File: src/rtl/alb_seq_ctrl_if.sv
// alb_seq_ctrl_if: wide request / result bundle between datapath
// control (master) and the multi-nibble ALB sequencer (slave).
interface alb_seq_ctrl_if #(
    parameter int NIBBLES = 4
);
    localparam int W = 4 * NIBBLES;

    logic         start;
    logic [1:0]   op;
    logic [W-1:0] a;
    logic [W-1:0] b;
    logic         cin;
    logic         busy;
    logic         done;
    logic [W-1:0] result;
    logic         co;
    logic         vo;
    logic         no;
    logic         zo;

    modport master (
        output start, op, a, b, cin,
        input  busy, done, result, co, vo, no, zo
    );

    modport slave (
        input  start, op, a, b, cin,
        output busy, done, result, co, vo, no, zo
    );
endinterface

File: src/rtl/alb_seq_ctrl.sv
// alb_seq_ctrl: issues one wide op to a 4-bit ALB nibble by nibble, LS first.
// Optional abort input enabled by defining ALB_SEQ_ABORT_EN.
module alb_seq_ctrl #(
    parameter int NIBBLES = 4
) (
    input  logic       clk,
    input  logic       reset,
`ifdef ALB_SEQ_ABORT_EN
    input  logic       abort,
`endif
    alb_seq_ctrl_if.slave bus,
    output logic [3:0] alb_r,
    output logic [3:0] alb_s,
    output logic       alb_ci,
    output logic [1:0] alb_i,
    input  logic [3:0] alb_f,
    input  logic       alb_co,
    input  logic       alb_vo,
    input  logic       alb_no,
    input  logic       alb_zo
);
    localparam int W = 4 * NIBBLES;
    localparam logic [2:0] K_LAST = 3'(NIBBLES - 1);

    typedef enum logic [1:0] {
        S_IDLE,
        S_ISSUE,
        S_DRAIN
    } state_t;

    state_t       r_state;
    logic [2:0]   r_k;
    logic [W-1:0] r_a;
    logic [W-1:0] r_b;
    logic [1:0]   r_op;
    logic         r_cin;
    logic [W-5:0] r_acc;
    logic         r_zacc;
    logic         r_busy;
    logic         r_done;
    logic [W-1:0] r_result;
    logic         r_co;
    logic         r_vo;
    logic         r_no;
    logic         r_zo;
    logic [W-1:0] w_acc_sh;
    logic         w_ci;
    logic         w_issue;

    // Slices arrive one cycle late from the ALB; shift them in at the top.
    assign w_acc_sh = {alb_f, r_acc};
    assign w_issue  = (r_state == S_ISSUE);

    always_comb begin
        w_ci = 1'b0;
        if (w_issue) begin
            if (r_k == 3'd0) begin
                w_ci = r_cin;
            end else begin
                unique case (r_op)
                    2'b10:   w_ci = alb_co;
                    2'b00:   w_ci = ~alb_co;
                    default: w_ci = 1'b0;
                endcase
            end
        end
    end

    always_ff @(posedge clk or posedge reset) begin
        if (reset) begin
            r_state  <= S_IDLE;
            r_k      <= '0;
            r_a      <= '0;
            r_b      <= '0;
            r_op     <= '0;
            r_cin    <= 1'b0;
            r_acc    <= '0;
            r_zacc   <= 1'b0;
            r_busy   <= 1'b0;
            r_done   <= 1'b0;
            r_result <= '0;
            r_co     <= 1'b0;
            r_vo     <= 1'b0;
            r_no     <= 1'b0;
            r_zo     <= 1'b0;
        end else begin
            r_done <= 1'b0;
            unique case (r_state)
                S_IDLE: begin
                    if (bus.start) begin
                        r_a     <= bus.a;
                        r_b     <= bus.b;
                        r_op    <= bus.op;
                        r_cin   <= bus.cin;
                        r_k     <= '0;
                        r_acc   <= '0;
                        r_zacc  <= 1'b1;
                        r_busy  <= 1'b1;
                        r_state <= S_ISSUE;
                    end
                end
                S_ISSUE: begin
                    r_a <= r_a >> 4;
                    r_b <= r_b >> 4;
                    r_k <= r_k + 3'd1;
                    if (r_k != 3'd0) begin
                        r_acc  <= w_acc_sh[W-1:4];
                        r_zacc <= r_zacc & alb_zo;
                    end
                    if (r_k == K_LAST) begin
                        r_state <= S_DRAIN;
                    end
                end
                S_DRAIN: begin
                    r_result <= w_acc_sh;
                    r_co     <= alb_co;
                    r_vo     <= alb_vo;
                    r_no     <= alb_no;
                    r_zo     <= r_zacc & alb_zo;
                    r_busy   <= 1'b0;
                    r_done   <= 1'b1;
                    r_state  <= S_IDLE;
                end
                default: begin
                    r_busy  <= 1'b0;
                    r_state <= S_IDLE;
                end
            endcase
`ifdef ALB_SEQ_ABORT_EN
            // Abort wins over the drain capture: results keep old values.
            if (abort && r_busy) begin
                r_state  <= S_IDLE;
                r_busy   <= 1'b0;
                r_done   <= 1'b0;
                r_result <= r_result;
                r_co     <= r_co;
                r_vo     <= r_vo;
                r_no     <= r_no;
                r_zo     <= r_zo;
            end
`endif
        end
    end

    assign alb_r  = w_issue ? r_a[3:0] : 4'd0;
    assign alb_s  = w_issue ? r_b[3:0] : 4'd0;
    assign alb_i  = w_issue ? r_op : 2'b00;
    assign alb_ci = w_ci;

    assign bus.busy   = r_busy;
    assign bus.done   = r_done;
    assign bus.result = r_result;
    assign bus.co     = r_co;
    assign bus.vo     = r_vo;
    assign bus.no     = r_no;
    assign bus.zo     = r_zo;
endmodule
File: src/flat_wrapper.sv
// flat-port wrapper written by rule: the top's interface ports become plain ports
module alb_seq_ctrl_flat 
#(
    parameter int NIBBLES = 4
)
  (clk, reset, alb_r, alb_s, alb_ci, alb_i, alb_f, alb_co, alb_vo, alb_no, alb_zo, bus_start, bus_op, bus_a, bus_b, bus_cin, bus_busy, bus_done, bus_result, bus_co, bus_vo, bus_no, bus_zo);
  alb_seq_ctrl_if #(.NIBBLES(NIBBLES)) bus_i ();
  input  logic clk;
  input  logic reset;
  output logic [3:0] alb_r;
  output logic [3:0] alb_s;
  output logic alb_ci;
  output logic [1:0] alb_i;
  input  logic [3:0] alb_f;
  input  logic alb_co;
  input  logic alb_vo;
  input  logic alb_no;
  input  logic alb_zo;
  input wire logic [$bits(bus_i.start)-1:0] bus_start;
  input wire logic [$bits(bus_i.op)-1:0] bus_op;
  input wire logic [$bits(bus_i.a)-1:0] bus_a;
  input wire logic [$bits(bus_i.b)-1:0] bus_b;
  input wire logic [$bits(bus_i.cin)-1:0] bus_cin;
  output wire logic [$bits(bus_i.busy)-1:0] bus_busy;
  output wire logic [$bits(bus_i.done)-1:0] bus_done;
  output wire logic [$bits(bus_i.result)-1:0] bus_result;
  output wire logic [$bits(bus_i.co)-1:0] bus_co;
  output wire logic [$bits(bus_i.vo)-1:0] bus_vo;
  output wire logic [$bits(bus_i.no)-1:0] bus_no;
  output wire logic [$bits(bus_i.zo)-1:0] bus_zo;
  assign bus_i.start = bus_start;
  assign bus_i.op = bus_op;
  assign bus_i.a = bus_a;
  assign bus_i.b = bus_b;
  assign bus_i.cin = bus_cin;
  assign bus_busy = bus_i.busy;
  assign bus_done = bus_i.done;
  assign bus_result = bus_i.result;
  assign bus_co = bus_i.co;
  assign bus_vo = bus_i.vo;
  assign bus_no = bus_i.no;
  assign bus_zo = bus_i.zo;
  alb_seq_ctrl #(.NIBBLES(NIBBLES)) u_core (.clk(clk), .reset(reset), .bus(bus_i), .alb_r(alb_r), .alb_s(alb_s), .alb_ci(alb_ci), .alb_i(alb_i), .alb_f(alb_f), .alb_co(alb_co), .alb_vo(alb_vo), .alb_no(alb_no), .alb_zo(alb_zo));
endmodule
File: config.mk
export PLATFORM = sky130hd
export DESIGN_NAME = alb_seq_ctrl_flat
export DESIGN_NICKNAME = d
export VERILOG_FILES = /design/src/rtl/alb_seq_ctrl_if.sv /design/src/rtl/alb_seq_ctrl.sv /design/src/flat_wrapper.sv
export SDC_FILE = /design/constraint.sdc
export NUM_CORES = 1
export LEC_CHECK = 0
export CAP_MARGIN = 10
export CORE_MARGIN = 5
export CORE_UTILIZATION = 25
export DETAILED_ROUTE_END_ITERATION = 7
export SETUP_SLACK_MARGIN = 0.02
export SLEW_MARGIN = 0
export SYNTH_ARGS = -nofsm -noshare
export SYNTH_HDL_FRONTEND = slang
export SYNTH_SLANG_ARGS = --single-unit
File: constraint.sdc
create_clock -name clk -period 3.93 [get_ports clk]
set_input_delay 0.786 -clock clk [delete_from_list [all_inputs] [get_ports clk]]
set_output_delay 0.786 -clock clk [all_outputs]
set_load 0.02 [all_outputs]
Word-level counts from Yosys, hierarchy flattened --
Cells that the tools add are included.
Word-level totals: input bits 46, register bits after elaboration 75, word-level logic and storage cells 59
Operators by class: equal/unequal tests 7, reduce and logical (&&, ||, !) cells 10, bitwise gates (word level) 3, mux-type cells 23, $add $sub $neg 1
Operators with widths (count):
- $pmux W16 S2 | 2
- $mux W16 | 2
- $mux W12 | 2
- $pmux W12 S2 | 1
- $mux W4 | 2
- $reduce_and A2 Y1 | 4
- $mux W2 | 3
- $ne A2 B2 Y1 const B | 3
- $pmux W1 S2 | 3
- $pmux W3 S2 | 1
- $mux W1 | 5
- $eq A2 B2 Y1 const B | 2
- $logic_not A2 Y1 | 2
- $pmux W2 S2 | 1
- $add A3 B1 Y3 const B | 1
- $eq A3 B2 Y1 const B | 1
- $logic_not A3 Y1 | 1
- $mux W3 | 1
- $reduce_and A3 Y1 | 1
- $reduce_bool A3 Y1 | 1
- $eq A2 B1 Y1 const B | 1
- $not A1 Y1 | 2
- $reduce_bool A2 Y1 | 1
- $and A1 B1 Y1 | 1

Depth between registers and ports, before layout --
Gate-level depths: netlist of the first run.
depth after elaboration 4, mapped depth 6, depth with buffers taken out 5

Worst setup path before layout of the first run --
No wires, ideal clock.
kind input to output, from in alb_co, to out alb_ci, required time 3.144 ns, slack 1.565 ns, stages on the path 3, arrival 1.579 ns, cell sequence xor2_1 or3_1 a21oi_1
On the way: cells in the longest elaborated chain, start to end 4
Ends and longest elaborated chain:
- start: declaration | RTL line flat_wrapper.sv:15 | input logic alb_co;
- $not A1 Y1 | RTL line alb_seq_ctrl.sv:62 | 2'b00: w_ci = ~alb_co;
- $pmux W1 S2 * | RTL line alb_seq_ctrl.sv:60 | unique case (r_op)
- $mux W1 * | RTL line alb_seq_ctrl.sv:57 | if (r_k == 3'd0) begin
- $mux W1 * | RTL line alb_seq_ctrl.sv:56 | if (w_issue) begin
- end: declaration | RTL line flat_wrapper.sv:12 | output logic alb_ci;
Mark *: on every way between the ends. The rest lies on a longest branch, timed or not.

Worst setup path in the final report of the first run --
from reg u_core.r_state[0], to out alb_ci
On the way: cells in the longest elaborated chain, start to end 2
Ends and longest elaborated chain:
- start: declaration | RTL line alb_seq_ctrl.sv:31 | state_t r_state;
- start signal: assignment | RTL line alb_seq_ctrl.sv:71 | r_state <= S_IDLE;
- start signal: assignment | RTL line alb_seq_ctrl.sv:99 | r_state <= S_ISSUE;
- start signal: assignment | RTL line alb_seq_ctrl.sv:111 | r_state <= S_DRAIN;
- $eq A2 B1 Y1 | RTL line alb_seq_ctrl.sv:52 | assign w_issue = (r_state == S_ISSUE);
- $mux W1 | RTL line alb_seq_ctrl.sv:56
No other way between the ends.

==> impl_metrics.tcl, run 1 <==
set metrics [dict create \
    worstSkewPairLatency_ns 0.33 \
    cp-end-kind "primary output" \
    worstPathRequired_ns 3.14 \
    min_from "u_core.r_a[3]$_DFFE_PP0P_" \
    synthArstFlopShare 1.000 \
    dp_hpwl_um 5679 \
    skew_ns 0.008268 \
    power_leakage_nw 2.074 \
    crit_slowest_cell "clkdlybuf4s50_1" \
    critPathLaunch "u_core.r_state[0]$_DFFE_PP0P_" \
    cp-start-kind "register" \
    cap_violations 0 \
    hold_viol 0 \
    critical_path.top_delay_family "buffers and inverters" \
    fp.dieW_um 126.6 \
    port_buffers 78 \
    viasPerCell 4.325 \
    fillers 1343 \
    start_util 0.2558 \
    cts-resized-gates 0 \
    cellPowerDensity_nw_per_um2 776.7 \
    gp_congestion 0.7329 \
    final_antenna_net_count 0 \
    overflow 0 \
    drtIter0Drc 123 \
    crit_buf_inv 2 \
    rows 42 \
    tightest_slew_ns 0.8818 \
    synth_seq_area_share 0.5519 \
    yosysUniqueCellTypes 30 \
    htreeDepth 3 \
    crit_arrival_ns 2.51 \
    io_pins 79 \
    die_area_um2 16040 \
    cts_buffer_depth 2 \
    synth_edf_count 0 \
    coreArea_um2 13300 \
    yosysWarnings 0 \
    final_cell_mix "clkdlybuf4s50_1, dfrtp_1, nand2_1, o21ai_0, a21oi_1" \
    antenna_found_initial 0 \
    drive_gt1_frac 0.1232 \
    clock.fmax_mhz 303.7 \
    dp_cells 566 \
    syn_area_um2 3401 \
    reg2reg_from "u_core.r_state[0]$_DFFE_PP0P_" \
    hp-class "register to register" \
    area.growth.synth_to_final_pct 36.50 \
    synth_cells 329 \
    grt_pass1_wl_um 13690 \
    power_mw 3.605 \
    synth.avg_cell_area_um2 10.34 \
    status "complete, no violations" \
    layout_commonest_cell "clkdlybuf4s50_1" \
    syn_nets 378 \
    grt_pass1_vias 2656 \
    rsz0062_at_grt "false" \
    dp_slack_ns 0.6736 \
    cts_root_buffer "clkbuf_16" \
    firstDrtPassIters 4 \
    finalWorstSetupSlack_ns 0.6369 \
    grt_max_degree 56 \
    synthFlopType "dfrtp_1" \
    post_cts.repair.setup_buffers 0 \
    post_dp_cell_area_um2 4325 \
    fin_crit_sh 0.8379 \
    slew_headroom 0.4121 \
    critical_path_class "register to primary output" \
    tns_ns 0 \
    path_cells "buf_4 -> nand2b_1 -> a21oi_1 -> clkdlybuf4s50_1" \
    totalWireLength_um 8262 \
    drc 0 \
    wl_per_cell_um 14.20 \
    final_cell_area_um2 4642 \
    rrSetupSlack_ns 2.00 \
    numCtsBuffers 9 \
    die_h_um 126.6 \
    layout.cells.non_filler 582 \
    cts_tree "built" \
    slew_viol_final 0 \
    antennaDiodeCount 0 \
    setup_viol 0 \
    cts.sinks 75 \
    ys_ff_latch 75 \
    ir_drop_mv 0.3106 \
    vias 2517 \
    path_max_fanout 55 \
    cts_hold_buf 0 \
    cts.clk_slew.worst_paths_ns 0.06 \
    max_stage_delay_ns 0.64 \
    layout.nets 450 \
    track_usage 0.1056 \
    fin_crit_ns 3.293 \
]
==> registers in the layout (all words and copies together) (netlist names) <==
register           cells
u_core.bus.done        1
u_core.bus.co          1
u_core.r_acc          12
u_core.bus.busy        1
u_core.r_b            16
u_core.bus.zo          1
u_core.r_k             3
u_core.bus.vo          1
u_core.r_cin           1
u_core.r_a            16
u_core.r_zacc          1
u_core.r_op            2
u_core.r_state         2
u_core.bus.result     16
u_core.bus.no          1
==> final timing paths <==
kind / cells past startpoint / to
setup / recovery: 4 / alb_ci
hold / removal: 2 / u_core.r_a[3]$_DFFE_PP0P_
setup reg to reg: 4 / u_core.r_acc[9]$_DFFE_PP0P_
hold reg to reg: 2 / u_core.r_a[3]$_DFFE_PP0P_
max in group asynchronous: 3 / u_core.bus.result[4]$_DFFE_PP0P_
min in group asynchronous: 2 / u_core.r_a[7]$_DFFE_PP0P_
==> Yosys cell counts (all sizes together), types with 2 or more instances <==
| cell | number | area share |
|---|---|---|
| nor2b | 2 | 0.0059 |
| ha | 3 | 0.011 |
| and2 | 11 | 0.020 |
| mux2 | 19 | 0.063 |
| nor2 | 2 | 0.0022 |
| o21ai | 41 | 0.060 |
| dfrtp | 75 | 0.55 |
| and3b | 24 | 0.062 |
| a21oi | 27 | 0.040 |
| nand2 | 52 | 0.057 |
| clkbuf | 8 | 0.0092 |
| buf | 16 | 0.033 |
| nand3 | 22 | 0.040 |
| inv | 18 | 0.020 |
==> power breakdown <==
group	leakage (nW)	internal, mW	switching, mW	total, mW
Sequential	0.949	1.10	0.183	1.28
Clock	0.157	0.557	0.314	0.871
Combinational	0.968	0.656	0.797	1.45
==> per-layer routing <==
layer  global-route usage  wire (µm)  vias to the layer above  share of wire
met5                    0          0                        -              0
met4              0.03785         76                        0         0.0092
met3              0.02060        310                        6          0.038
met2               0.1747       4049                       62           0.49
met1               0.1379       3824                     1193           0.46
li1                     -          -                     1256              -
==> cells by family after synthesis <==
family          Yosys count  share of synthesized area
buf+inv                  42                    0.06217
mux                      19                    0.06291
fa+ha+maj                 3                    0.01104
flops                    75                     0.5519
simple gates            119                     0.2016
xor+xnor                  1                   0.002576
compound gates           70                     0.1078
==> metrics by stage <==
| stage | utilization | hold slack (ns) |
|---|---|---|
| floorplan | - | 0.4418 |
| global placement | 0.3253 | 0.4550 |
| detailed placement | 0.3253 | 0.4629 |
| CTS | 0.3491 | 0.4767 |
| global route | 0.3491 | 0.5089 |
| finish | 0.3491 | 0.4680 |
==> worst min-delay path: cells and delay by family, from the launching register on <==
kind             cells  cell delay (ns)
AO/OA/AOI/OAI        1             0.06
AND/OR/NAND/NOR      1             0.04
flip-flops           1             0.33
==> layout make-up <==
cell class	count	area (µm²)	area share
Tap cell	176	220.2	0.04744
Sequential cell	75	1878	0.4046
Clock inverter	6	87.58	0.01887
Timing Repair Buffer	85	845.8	0.1822
Inverter	18	68.82	0.01482
Multi-Input combinational cell	212	1313	0.2827
Clock buffer	10	229.0	0.04933
(Power assumes the default switching activity.)
==> run 2, diff against run 1 <==
clock period = 2.9 ns   (was 3.93 ns; I/O delays follow)
==> impl_metrics.tcl, run 2 (same netlist as run 1, synthesis figures left out) <==
set metrics [dict create \
    coreArea_um2 13300 \
    power_leakage_nw 2.125 \
    post_cts.repair.setup_buffers 0 \
    overflow 0 \
    io_pins 79 \
    gp_congestion 0.7277 \
    start_util 0.2558 \
    cts.sinks 75 \
    min_from "u_core.r_a[3]$_DFFE_PP0P_" \
    layout_commonest_cell "clkdlybuf4s50_1" \
    cts_root_buffer "clkbuf_16" \
    rows 42 \
    status "complete, no violations" \
    r2r-end "u_core.r_acc[1]$_DFFE_PP0P_" \
    cellPowerDensity_nw_per_um2 1068 \
    antenna_found_initial 0 \
    final_cell_mix "clkdlybuf4s50_1, dfrtp_1, nand2_1, o21ai_0, a21oi_1" \
    die_h_um 126.6 \
    critPathLaunch "u_core.r_state[1]$_DFFE_PP0P_" \
    grt_max_degree 53 \
    drtIter0Drc 97 \
    setup_viol 0 \
    finalWorstSetupSlack_ns 0.4429 \
    port_buffers 78 \
    cts.clk_slew.worst_paths_ns 0.06 \
    skew_ns 0.007103 \
    cap_violations 0 \
    hold_ws_ns 0.4707 \
    hp-class "register to register" \
    power_mw 5.030 \
    cts_buffer_depth 2 \
    tightest_slew_ns 0.6441 \
    slew_headroom 0.5697 \
    fp.dieW_um 126.6 \
    totalWireLength_um 8240 \
    critical_path_class "register to primary output" \
    layout.nets 454 \
    vias 2556 \
    fin_crit_sh 0.8473 \
    reg2reg_from "u_core.r_state[0]$_DFFE_PP0P_" \
    area.growth.synth_to_final_pct 38.48 \
    final_cell_area_um2 4710 \
    slew_viol_final 0 \
    rrSetupSlack_ns 1.03 \
    rsz0062_at_grt "false" \
    min_to "u_core.r_a[3]$_DFFE_PP0P_" \
    crit_arrival_ns 1.88 \
    worstSkewPairLatency_ns 0.33 \
    path_max_fanout 12 \
    htreeDepth 3 \
    viasPerCell 4.362 \
    final_antenna_net_count 0 \
    tns_ns 0 \
    post_dp_cell_area_um2 4355 \
    ir_drop_mv 0.3518 \
    hold_viol 0 \
    cts_tree "built" \
    cp-end-kind "primary output" \
    grt_pass1_vias 2684 \
    grt_pass1_wl_um 13720 \
    numCtsBuffers 9 \
    firstDrtPassIters 4 \
    dp_slack_ns 0.08031 \
    fin_crit_ns 2.457 \
    r2r_cells 5 \
    track_usage 0.1057 \
    clock.fmax_mhz 407.0 \
    drc 0 \
    cp-start-kind "register" \
    worstPathRequired_ns 2.32 \
    dp_hpwl_um 5971 \
    antennaDiodeCount 0 \
    drive_gt1_frac 0.1341 \
    hold_depth 2 \
    wl_per_cell_um 14.06 \
    die_area_um2 16040 \
]
## run 2: cell count changes in the layout (fill, tap and decap cells not counted)
cell	before	now
buf_4	6	10
inv_6	1	0
clkbuf_8	0	1
clkdlybuf4s50_1	78	77
bufinv_16	2	3
clkbuf_1	1	0
clkinv_2	3	2
clkinv_4	1	2
dlymetal6s2s_1	0	1
## run 2: how the worst max path moves through the flow
stage	cells after the start	slack, ns	to
final	4	0.44	alb_i[1]
after global routing	4	0.30	alb_i[1]
after CTS	6	0.04	alb_ci
after detailed placement	5	0.08	alb_ci
after global placement	5	0.08	alb_ci
after floorplan	1	0.41	u_core.bus.busy$_DFFE_PP0P_
## run 2: stage by stage
stage,util,cells
after CTS,0.3540,586
after global placement,0.3276,570
final,0.3542,586
after floorplan,-,329
after detailed placement,0.3276,570
after global routing,0.3542,586
## run 2: repair_timing
item | in CTS | in global routing
resized for setup | 0 | 1
hold buffers | 0 | 0
endpoints found under the setup margin | 0 | 1
## run 2: cell type report
class | instances | area [µm²]
fillers | 1356 | 8586
flip-flops and latches | 75 | 1878
multi-input cells | 212 | 1313
repair buffers | 89 | 878.3
clock buffers | 10 | 239.0
well taps | 176 | 220.2
clock inverters | 6 | 112.6
inverters | 18 | 68.82
## run 2: where the power goes
group	leakage, nW	switching, mW	total [mW]	internal (mW)
sequential	0.949	0.250	1.74	1.49
combinational	1.00	1.08	2.00	0.925
clock	0.173	0.423	1.29	0.865
## run 2: routing by layer
| metal | up-vias | GRT usage | share of wire |
|---|---|---|---|
| li1 | 1265 | - | - |
| met1 | 1240 | 0.1326 | 0.45 |
| met2 | 49 | 0.1784 | 0.51 |
| met3 | 2 | 0.02690 | 0.038 |
| met4 | 0 | 0.03407 | 0.0064 |
| met5 | - | 0 | 0 |
## run 2: critical path: stages (launching register included)
cell	delay [ns]
dfrtp_1	0.39
and2b_1	0.21
buf_4	0.19
and2_1	0.15
clkdlybuf4s50_1	0.61
==> run 3, diff against run 2 <==
clock period = 2.4 ns   (was 2.9 ns; I/O delays follow)
==> impl_metrics.tcl, run 3 (same netlist as run 1, synthesis figures left out) <==
set metrics [dict create \
    layout.nets 457 \
    antenna_found_initial 0 \
    crit_arrival_ns 1.75 \
    post_cts.repair.setup_buffers 0 \
    cts.sinks 75 \
    port_buffers 78 \
    drc 0 \
    layout_commonest_cell "dfrtp_1" \
    grt_max_degree 76 \
    cts_tree "built" \
    firstDrtPassIters 4 \
    cts_hold_buf 0 \
    power_leakage_nw 2.240 \
    dp_slack_ns -0.2301 \
    fin_crit_sh 0.9294 \
    antennaDiodeCount 0 \
    critPathLaunch "u_core.r_k[0]$_DFFE_PP0P_" \
    cts_root_buffer "clkbuf_16" \
    cp-end-kind "primary output" \
    htreeDepth 3 \
    vias 2565 \
    rows 42 \
    track_usage 0.1046 \
    grt_pass1_wl_um 13460 \
    totalWireLength_um 8289 \
    grt_pass1_vias 2698 \
    worstSkewPairLatency_ns 0.32 \
    finalWorstSetupSlack_ns 0.1694 \
    dp_hpwl_um 5716 \
    skew_ns 0.004437 \
    cap_violations 0 \
    critical_path_class "register to primary output" \
    io_pins 79 \
    numCtsBuffers 9 \
    overflow 0 \
    final_antenna_net_count 0 \
    clock.fmax_mhz 448.3 \
    rrSetupSlack_ns 0.59 \
    tightest_slew_ns 0.6194 \
    min_from "u_core.r_a[7]$_DFFE_PP0P_" \
    ir_drop_mv 0.3817 \
    rsz0062_at_grt "false" \
    coreArea_um2 13300 \
    worstPathRequired_ns 1.92 \
    status "complete, no violations" \
    setup_viol 0 \
    reg2reg_from "u_core.r_state[0]$_DFFE_PP0P_" \
    slew_headroom 0.5871 \
    cts.clk_slew.worst_paths_ns 0.06 \
    hp-class "register to register" \
    final_cell_mix "dfrtp_1, clkdlybuf4s50_1, nand2_1, o21ai_0, a21oi_1" \
    cellPowerDensity_nw_per_um2 1254 \
    fp.dieW_um 126.6 \
    fin_crit_ns 2.231 \
    hold_viol 0 \
    gp_congestion 0.7066 \
    cts_buffer_depth 2 \
    start_util 0.2558 \
    slew_viol_final 0 \
    drtIter0Drc 138 \
    wl_per_cell_um 14.07 \
    die_area_um2 16040 \
    final_core_util 0.3535 \
    area.growth.synth_to_final_pct 38.19 \
    die_h_um 126.6 \
    viasPerCell 4.355 \
    cp-start-kind "register" \
    drive_gt1_frac 0.1404 \
    path_max_fanout 2 \
]
## run 3: critical path, cell delays in order, from the launching register on
cell and delay (ns):
dfrtp_1 0.35, inv_1 0.05, ha_1 0.20, nor2b_1 0.15, or3_1 0.34, a21oi_1 0.15, clkbuf_2 0.19
## run 3: stage by stage
step / TNS, ns / hold WS, ns / area [µm²] / power, mW / cells
3_5_place_dp: -0.2301 / 0.4700 / 4380 / 4.644 / 573
6_report: 0 / 0.4785 / 4700 / 5.893 / 589
3_3_place_gp: -0.2247 / 0.4575 / 4380 / 4.571 / 573
4_1_cts: 0 / 0.4827 / 4682 / 6.021 / 589
5_1_grt: 0 / 0.5076 / 4700 / 6.327 / 589
2_1_floorplan: 0 / 0.4418 / 3405 / 3.611 / 329
## run 3: area by class of cell
| class | count | area [µm²] |
|---|---|---|
| multi-input cells | 212 | 1313 |
| repair buffers | 92 | 914.6 |
| well taps | 176 | 220.2 |
| flip-flops and latches | 75 | 1878 |
| clock inverters | 5 | 60.06 |
| clock buffers | 11 | 242.7 |
| fillers | 1347 | 8596 |
| inverters | 18 | 71.32 |
## run 3: worst paths after layout
kind / end / cells past startpoint
max reg2reg: u_core.r_k[2]$_DFFE_PP0P_ / 4
max: alb_ci / 6
min: u_core.r_a[7]$_DFFE_PP0P_ / 2
min reg2reg: u_core.r_a[7]$_DFFE_PP0P_ / 2
max in group asynchronous: u_core.r_state[0]$_DFFE_PP0P_ / 3
min in group asynchronous: u_core.r_a[2]$_DFFE_PP0P_ / 3
## run 3: layer usage
metal / track usage / up-vias / part of all wire
met4: 0.03407 / 0 / 0.0086
met2: 0.1750 / 49 / 0.50
met1: 0.1324 / 1249 / 0.45
met3: 0.02648 / 6 / 0.038
li1: - / 1261 / -
met5: 0 / - / 0
## run 3: timing repair
item,in CTS,in global routing
resized for setup,3,10
endpoints found under the setup margin,2,10
pin swaps,0,0
## run 3: power breakdown
group / switching, mW / internal, mW / leakage, nW
Sequential: 0.295 / 1.80 / 0.949
Clock: 0.518 / 0.839 / 0.147
Combinational: 1.33 / 1.12 / 1.14
Total: 2.14 / 3.75 / 2.24
